===== config.mk =====
export PLATFORM = sky130hd
export DESIGN_NAME = psum_accum_requant
export DESIGN_NICKNAME = d
export VERILOG_FILES = /design/src/rtl/psum_accum_requant_pkg.sv /design/src/rtl/psum_accum_requant_requant_sat.sv /design/src/rtl/psum_accum_requant.sv
export SDC_FILE = /design/constraint.sdc
export NUM_CORES = 1
export LEC_CHECK = 0
export ABC_AREA = 1
export CAP_MARGIN = 10
export CORE_MARGIN = 1.5
export CORE_UTILIZATION = 43
export DETAILED_ROUTE_END_ITERATION = 10
export GPL_ROUTABILITY_DRIVEN = 0
export GPL_TIMING_DRIVEN = 1
export PLACE_DENSITY = 0.65
export SLEW_MARGIN = 20
export SYNTH_ARGS = -nofsm -noshare
export SYNTH_HDL_FRONTEND = slang
export SYNTH_HIERARCHICAL = 1
export SYNTH_SLANG_ARGS = --single-unit

===== constraint.sdc =====
create_clock -name clk -period 1.91 [get_ports clk]
set_input_delay 0.2865 -clock clk [delete_from_list [all_inputs] [get_ports clk]]
set_output_delay 0.2865 -clock clk [all_outputs]
set_load 0.05 [all_outputs]

===== src/rtl/psum_accum_requant_pkg.sv =====
// Shared sizing and saturation helpers for requantization points
// (partial-sum accumulator, pooling, and similar stages).
package psum_accum_requant_pkg;

  // Accumulator width for summing num_accum words of 2*data_width bits without overflow.
  function automatic int acc_width(input int data_width, input int num_accum);
    return (num_accum > 1) ? 2 * data_width + $clog2(num_accum) : 2 * data_width;
  endfunction

  // Largest signed value representable in w bits.
  function automatic longint sat_max(input int w);
    return (longint'(1) <<< (w - 1)) - longint'(1);
  endfunction

  // Smallest signed value representable in w bits.
  function automatic longint sat_min(input int w);
    return -(longint'(1) <<< (w - 1));
  endfunction

  // Saturation bounds for the common 8/16-bit feature-map words.
  localparam logic signed [7:0]  SAT_MAX_8  = 8'sh7F;
  localparam logic signed [7:0]  SAT_MIN_8  = 8'sh80;
  localparam logic signed [15:0] SAT_MAX_16 = 16'sh7FFF;
  localparam logic signed [15:0] SAT_MIN_16 = 16'sh8000;

endpackage


===== src/rtl/psum_accum_requant_requant_sat.sv =====
// Combinational requantizer: round-half-up, arithmetic right shift by FRAC_BITS,
// saturate to OUT_W signed bits, then optional ReLU.
module requant_sat
  import psum_accum_requant_pkg::*;
#(
  parameter int IN_W      = 34,
  parameter int OUT_W     = 16,
  parameter int FRAC_BITS = 8,
  parameter int USE_RELU  = 1
) (
  input  logic signed [IN_W-1:0]  din,
  output logic signed [OUT_W-1:0] dout
);

  // One guard bit so adding the rounding constant can never wrap.
  localparam int RW = IN_W + 1;
  localparam logic signed [RW-1:0] HALF = RW'(1) << (FRAC_BITS - 1);
  localparam logic signed [RW-1:0] MAXV = RW'(sat_max(OUT_W));
  localparam logic signed [RW-1:0] MINV = RW'(sat_min(OUT_W));

  logic signed [RW-1:0]    rnd;
  logic signed [RW-1:0]    shf;
  logic signed [OUT_W-1:0] sat;

  assign rnd = RW'(din) + HALF;
  assign shf = rnd >>> FRAC_BITS;

  // Clamp to the output range, then clamp negatives to zero when ReLU is enabled.
  always_comb begin
    sat = shf[OUT_W-1:0];
    if (shf > MAXV) begin
      sat = MAXV[OUT_W-1:0];
    end else if (shf < MINV) begin
      sat = MINV[OUT_W-1:0];
    end
    dout = sat;
    if ((USE_RELU != 0) && sat[OUT_W-1]) begin
      dout = '0;
    end
  end

endmodule


===== src/rtl/psum_accum_requant.sv =====
// Sums NUM_ACCUM consecutive macc partial sums into a wide accumulator and
// requantizes each completed group to a DATA_WIDTH fixed-point word.
module psum_accum_requant
  import psum_accum_requant_pkg::*;
#(
  parameter int DATA_WIDTH = 16,
  parameter int FRAC_BITS  = 8,
  parameter int NUM_ACCUM  = 4,
  parameter int USE_RELU   = 1
) (
  input  logic                    clk,
  input  logic                    rst_n,
  output logic [DATA_WIDTH-1:0]   o_data,
  output logic                    o_valid,
  input  logic [DATA_WIDTH*2-1:0] i_data,
  input  logic                    i_valid,
  input  logic                    i_clear
);

  localparam int ACC_W = acc_width(DATA_WIDTH, NUM_ACCUM);
  localparam int CNT_W = (NUM_ACCUM > 1) ? $clog2(NUM_ACCUM) : 1;
  localparam logic [CNT_W-1:0] LAST_CNT = CNT_W'(NUM_ACCUM - 1);

  logic signed [ACC_W-1:0]      ext;
  logic signed [ACC_W-1:0]      acc;
  logic [CNT_W-1:0]             cnt;
  logic                         sum_valid;
  logic signed [DATA_WIDTH-1:0] req_data;

  assign ext = ACC_W'($signed(i_data));

  // Stage A: load on the first beat of a group, add on later beats, flag the last beat.
  // The load path (rather than clearing after output) keeps back-to-back groups bubble-free.
  always_ff @(posedge clk or negedge rst_n) begin
    if (!rst_n) begin
      acc       <= '0;
      cnt       <= '0;
      sum_valid <= 1'b0;
    end else if (i_clear) begin
      sum_valid <= 1'b0;
      cnt       <= '0;
      if (i_valid) begin
        acc <= ext;
        if (NUM_ACCUM == 1) begin
          sum_valid <= 1'b1;
        end else begin
          cnt <= CNT_W'(1);
        end
      end
    end else if (i_valid) begin
      acc <= (cnt == '0) ? ext : acc + ext;
      if (cnt == LAST_CNT) begin
        cnt       <= '0;
        sum_valid <= 1'b1;
      end else begin
        cnt       <= cnt + CNT_W'(1);
        sum_valid <= 1'b0;
      end
    end else begin
      sum_valid <= 1'b0;
    end
  end

  requant_sat #(
    .IN_W     (ACC_W),
    .OUT_W    (DATA_WIDTH),
    .FRAC_BITS(FRAC_BITS),
    .USE_RELU (USE_RELU)
  ) u_requant_sat (
    .din (acc),
    .dout(req_data)
  );

  // Stage B: register the requantized word when a group total is ready.
  always_ff @(posedge clk or negedge rst_n) begin
    if (!rst_n) begin
      o_data  <= '0;
      o_valid <= 1'b0;
    end else begin
      o_valid <= sum_valid;
      if (sum_valid) begin
        o_data <= req_data;
      end
    end
  end

endmodule


**After elaboration in Yosys (flattened, before gate mapping)**

Cells that the tools add are included.

- Bits in registers: 54
- Bits in latches: 0
- RAM bits: 0
- ROM bits: 0
- Bits of input ports: 36
- Output and inout bits: 17
- Logic and storage cells: 27
- Memories: 0

- Add/subtract/negate cells: 3
- Multiply operators: 0
- Div/mod/pow operators: 0
- Order comparisons: 2
- Equal/unequal tests: 1
- Shift operators: 0
- Muxes and demuxes: 14
- Bitwise operators: 0
- Reduce and logical (&&, ||, !) cells: 2

Operator list:

| kind | number |
|---|---|
| $mux W34 | 4 |
| $add A34 B9 Y35 const B | 1 |
| $add A34 B32 Y34 | 1 |
| $mux W16 | 2 |
| $gt A27 B16 Y1 const B | 1 |
| $lt A27 B16 Y1 const B | 1 |
| $mux W15 | 1 |
| $mux W2 | 3 |
| $mux W1 | 4 |
| $add A2 B1 Y2 const B | 1 |
| $eq A2 B2 Y1 const B | 1 |
| $logic_not A2 Y1 | 1 |
| $reduce_bool A2 Y1 | 1 |

**Longest topological paths before layout**

- Depth in word-level cells: 5
- Gate-level depth with buffers: 16
- Depth with buffers taken out: 15

**Cells and area by module**

Netlist, hierarchy kept.

By module, submodules not included:

| module | instances | cells an instance | area an instance (um2) | sequential area each (um2) |
|---|---|---|---|---|
| psum_accum_requant | 1 | 673 | 4560.6 | 1351.3 |
| requant_sat | 1 | 199 | 1006.0 | 0.0 |

**Worst setup path after synthesis**

No wires, ideal clock.

- Path kind: flip-flop to flip-flop
- From: register acc[7]
- To: register o_data[13]
- Setup time: 125 ps
- Arrival: 1933 ps
- Required time: 1785 ps
- Slack: -148 ps
- Stages on the path, launching flop included: 14
- Path buffers: 1
- Period minus slack after synthesis: 2058 ps
- Cells stage by stage: dfrtp_1 > ha_1 > nand2_1 > nor2_4 > nand2_4 > nor2_8 > xnor2_1 > nand2_1 > nor2_1 > nand3_2 > nand2_4 > buf_12 > nand2_2 > mux2_2

- Longest elaborated chain between the ends: 5
- Elaborated cells between the ends (all ways): 6
- Those cells by class: add/sub: 1; order compare: 2; mux: 3

Ends and longest elaborated chain:

| what | RTL line | source |
|---|---|---|
| from (decl) | psum_accum_requant.sv:25 | `logic signed [ACC_W-1:0] acc;` |
| from (signal assigned) | psum_accum_requant.sv:43 | `acc <= ext;` |
| from (signal assigned) | psum_accum_requant.sv:51 | `acc <= (cnt == '0) ? ext : acc + ext;` |
| $add A34 B9 Y35 (*) | psum_accum_requant_requant_sat.sv:25 | `assign rnd = RW'(din) + HALF;` |
| $lt A27 B16 Y1 | psum_accum_requant_requant_sat.sv:33 | `end else if (shf < MINV) begin` |
| $mux W16 | psum_accum_requant_requant_sat.sv:33 |  |
| $mux W16 (*) | psum_accum_requant_requant_sat.sv:31 | `if (shf > MAXV) begin` |
| $mux W15 (*) | psum_accum_requant_requant_sat.sv:37 | `if ((USE_RELU != 0) && sat[OUT_W-1]) begin` |
| via req_data[13] | psum_accum_requant.sv:28 | `logic signed [DATA_WIDTH-1:0] req_data;` |
| to (signal assigned) | psum_accum_requant.sv:82 | `o_data <= req_data;` |
| to (decl) | psum_accum_requant.sv:13 | `output logic [DATA_WIDTH-1:0] o_data,` |

The timed path passes the listed nets; every way through them passes the cells marked *.
A chain may end at the register's enable or synchronous reset.

**Worst setup path in the final report**

- From: register acc[8]
- To: register o_data[1]

Same word-level chain as after synthesis.

==> metrics.md <==
| Metric | Value |
|---|---|
| Clock sink count | `54` |
| Fin Setup TNS | `-7813 ps` |
| # DRC | `0` |
| Vias after detailed routing | `6617` |
| H-tree Lvls | `2` |
| P_leak | `around 4.2 nW` |
| Die Span X | `roughly 120 µm` |
| Syn nets | `~950` |
| Most used cell, CP | `nand2_1` |
| Most frequent cells in the layout | `238 x nand2_1, 144 x buf_4, 98 x nor2_1, 69 x inv_1, 55 x nand2_2` |
| P per Cell Area | `just under 900 mW/mm²` |
| Largest net degree at the start of global routing | `52` |
| DIE AREA | `roughly 0.014 mm²` |
| I/O pin cnt | `53` |
| Critical-path top delay cell | `dfrtp_1` |
| Overflow after GRT | `0` |
| Max Slew Vio Count | `0` |
| Die Y | `~120 µm` |
| Critical Path AT | `about 2400 ps` |
| Core region area | `0.01262 mm²` |
| Post-synth top flop | `dfrtp_1` |
| Fill count | `about 1000` |
| DR vias/cell | `about 5.3` |
| CTS tree | `built` |
| Failing checks | `negative setup slack` |
| Drt wl/cell | `about 16 µm` |
| Setup violation total in the final timing report | `41` |
| Post-synth EDFFs | `0` |
| Switching Fraction | `approximately 46%` |
| Crit path buffers/inverters | `1` |
| Max clock buf depth | `2` |
| Synth Register Bits | `54` |
| Vias in the first global route | `approximately 6000` |
| Critical path launch point type | `flop` |
| Fin crit share | `116.1%` |
| Combinational share of power | `65.8%` |
| First-pass GRT wire length | `approximately 28 mm` |
| Sequential fraction of the synthesis area | `24.28%` |
| Clock Skew | `approximately 10 ps` |
| Setup CP Type | `reg2reg` |
| DRT antenna net count | `0` |
| Mapped Area | `approximately 0.0056 mm²` |
| Root Buffer | `clkbuf_16` |
| Hpwl dp | `between 10 and 15 mm` |
| Placed Area | `between 0.007 and 0.008 mm²` |
| Unrepaired setup endpoints after global routing | `yes` |
| ANT cells | `0` |
| Port Buffers | `52` |
| Initial core utilization | `about 44%` |
| Post-synth top area share | `24.28%` |
| Power share of the sequential group | `between 20% and 30%` |
| Sw Pwr | `0.003618 W` |
| Avg Inst Size Synth | `~6.4 µm²` |
| Fmax | `about 450 MHz` |
| Worst setup EP type | `flop` |
| Actual slew at the worst max-slew pin | `slightly below 800 ps` |
| Min Hold Slack | `between 400 and 500 ps` |
| Nets | `around 1200` |
| Drt pass-1 iters | `9` |
| Distinct cell type count after synthesis | `44` |
| Critical path peak fanout | `15` |
| Row cnt | `between 40 and 50` |
| Max-Cap Viols | `0` |
| Delay-heaviest family, CP | `simple AND/OR/NAND/NOR gates` |
| Dominant cells by area after synthesis | `dfrtp_1 24%, nand2_1 19%, nor2_1 8.2%, ha_1 8.1%, inv_1 5.1%` |
| Fin crit period | `about 2200 ps` |
| Clock transition at path regs | `80 ps` |
| Critical Path Max Stage Delay | `410 ps` |
| Layout cells sized above 1 | `between 30% and 40%` |
| Outcome | `finished with violations` |
| YS warnings | `6` |
| Cell-internal power | `between 0.004 and 0.005 W` |
| Design area | `just under 0.009 mm²` |
| Synth-to-Final Area Change | `57.72%` |
| CP Data Required Time | `2110 ps` |
| Cells after synthesis | `between 800 and 900` |
| First-iteration detailed-routing DRC count | `just under 500` |
| GRT Total Usage | `26.80%` |
| Endpoints failing hold | `0` |
| Clock share of power | `13.2%` |
| Fin util | `a little over two thirds` |
| Commonest non-fill, non-tap cell in the layout | `nand2_1` |
| Area leader, netlist | `dfrtp_1` |
| FFs w/ async S/R, synth | `100.0%` |
| VDD IR max | `~430 µV` |
| Worst relative slew slack | `48.17%` |
| Num CTS Buffers | `5` |
| Initial antenna violation count | `0` |
| Final wirelength | `20.02 mm` |
| CP cell instances | `ha_2, nand2_2, nor2_4, nand2_4, nor2_8, nand2_1, nand2_1, nand2_1, inv_1, nand2_1, nor2_2, nand3_2, nand2_8, nand2_1, mux2_2` |
| Final Worst Setup Slack | `-306.8 ps` |
| Worst-Skew Late Latency | `~320 ps` |
| Hold Path Class | `in2async` |
==> worst paths after layout <==
kind | cells past startpoint | slack (ps) | start | end
setup / recovery | 15 | -310 | acc[8] | o_data[1]
hold / removal | 2 | 460 | rst_n | o_data[15]
setup reg to reg | 15 | -310 | acc[8] | o_data[1]
hold reg to reg | 1 | 510 | o_data[0] | o_data[0]
max in group asynchronous | 3 | 880 | rst_n | acc[24]
min in group clk | 3 | 500 | i_data[4] | acc[4]
==> routing by layer <==
metal	vias up	part of all wire [%]	global-route usage (%)
met5	-	0	0
met4	0	4.8	9.558
met3	99	7.0	2.781
met2	315	49	46.82
met1	2976	39	34.45
li1	3227	-	-
==> cell families (layout without fill, tap and decap cells) <==
family                   Yosys count  after routing  share of synthesized area [%]
multiplexers                      16             16                          3.237
other                              1              1                        0.06737
buffers and inverters             97            303                          7.327
AND/OR/NAND/NOR                  531            531                          41.87
AO/OA/AOI/OAI                    113            113                          11.15
adder cells (fa/ha/maj)           37             37                          8.451
XOR/XNOR                          23             23                          3.619
flip-flops                        54             54                          24.28
==> power groups by stage <==
stage	sequential (W)	combinational [W]	clock, W
after floorplan	0.00212	0.00184	0
after global placement	0.00163	0.00383	0
after detailed placement	0.00164	0.00387	0
after CTS	0.00163	0.00445	0.00104
after global routing	0.00168	0.00551	0.00108
final	0.00165	0.00515	0.00103
==> cell type report <==
type	count	area, µm²	area share [%]
Clock inverter	3	28.78	0.3278
Clock buffer	5	125.1	1.425
Multi-Input combinational cell	721	4897	55.78
Sequential cell	54	1360	15.49
Tap cell	172	215.2	2.451
Timing Repair Buffer	216	1852	21.09
Inverter	79	301.5	3.435
==> what timing repair did <==
action                                  in CTS  in global routing
resized for setup                          140                118
endpoints found under the setup margin      43                 43
pin swaps                                   48                 58
hold buffers                                 1                  0
setup buffers                               14                 13
endpoints found under the hold margin       20                  0
==> metrics by stage <==
stage | total power (W) | worst slack [ps] | instances
2_1_floorplan | 0.003957 | -122.2 | 872
3_3_place_gp | 0.005456 | -505.0 | 1217
3_5_place_dp | 0.005510 | -519.3 | 1217
4_1_cts | 0.007123 | -298.6 | 1237
5_1_grt | 0.008276 | -459.8 | 1250
6_report | 0.007831 | -306.8 | 1250
==> cells in the mapped netlist, types with 7 or more instances <==
library cell and n:
nand2_1 283, nor2_1 122, inv_1 75, dfrtp_1 54, a21oi_1 49, nand3_1 48, ha_1 36, o21ai_0 36
nand2_2 26, mux2_2 16, xor2_1 12, xnor2_1 11, nand4_1 9, clkbuf_1 8, nor2_2 7, o21ai_1 7
or2_2 7
==> registers in the layout, summed over array words and instances, names as in the netlist <==
register,flops
acc,34
o_data,16
cnt,2
o_valid,1
sum_valid,1
No activity file was read; power rests on OpenSTA's default activity.
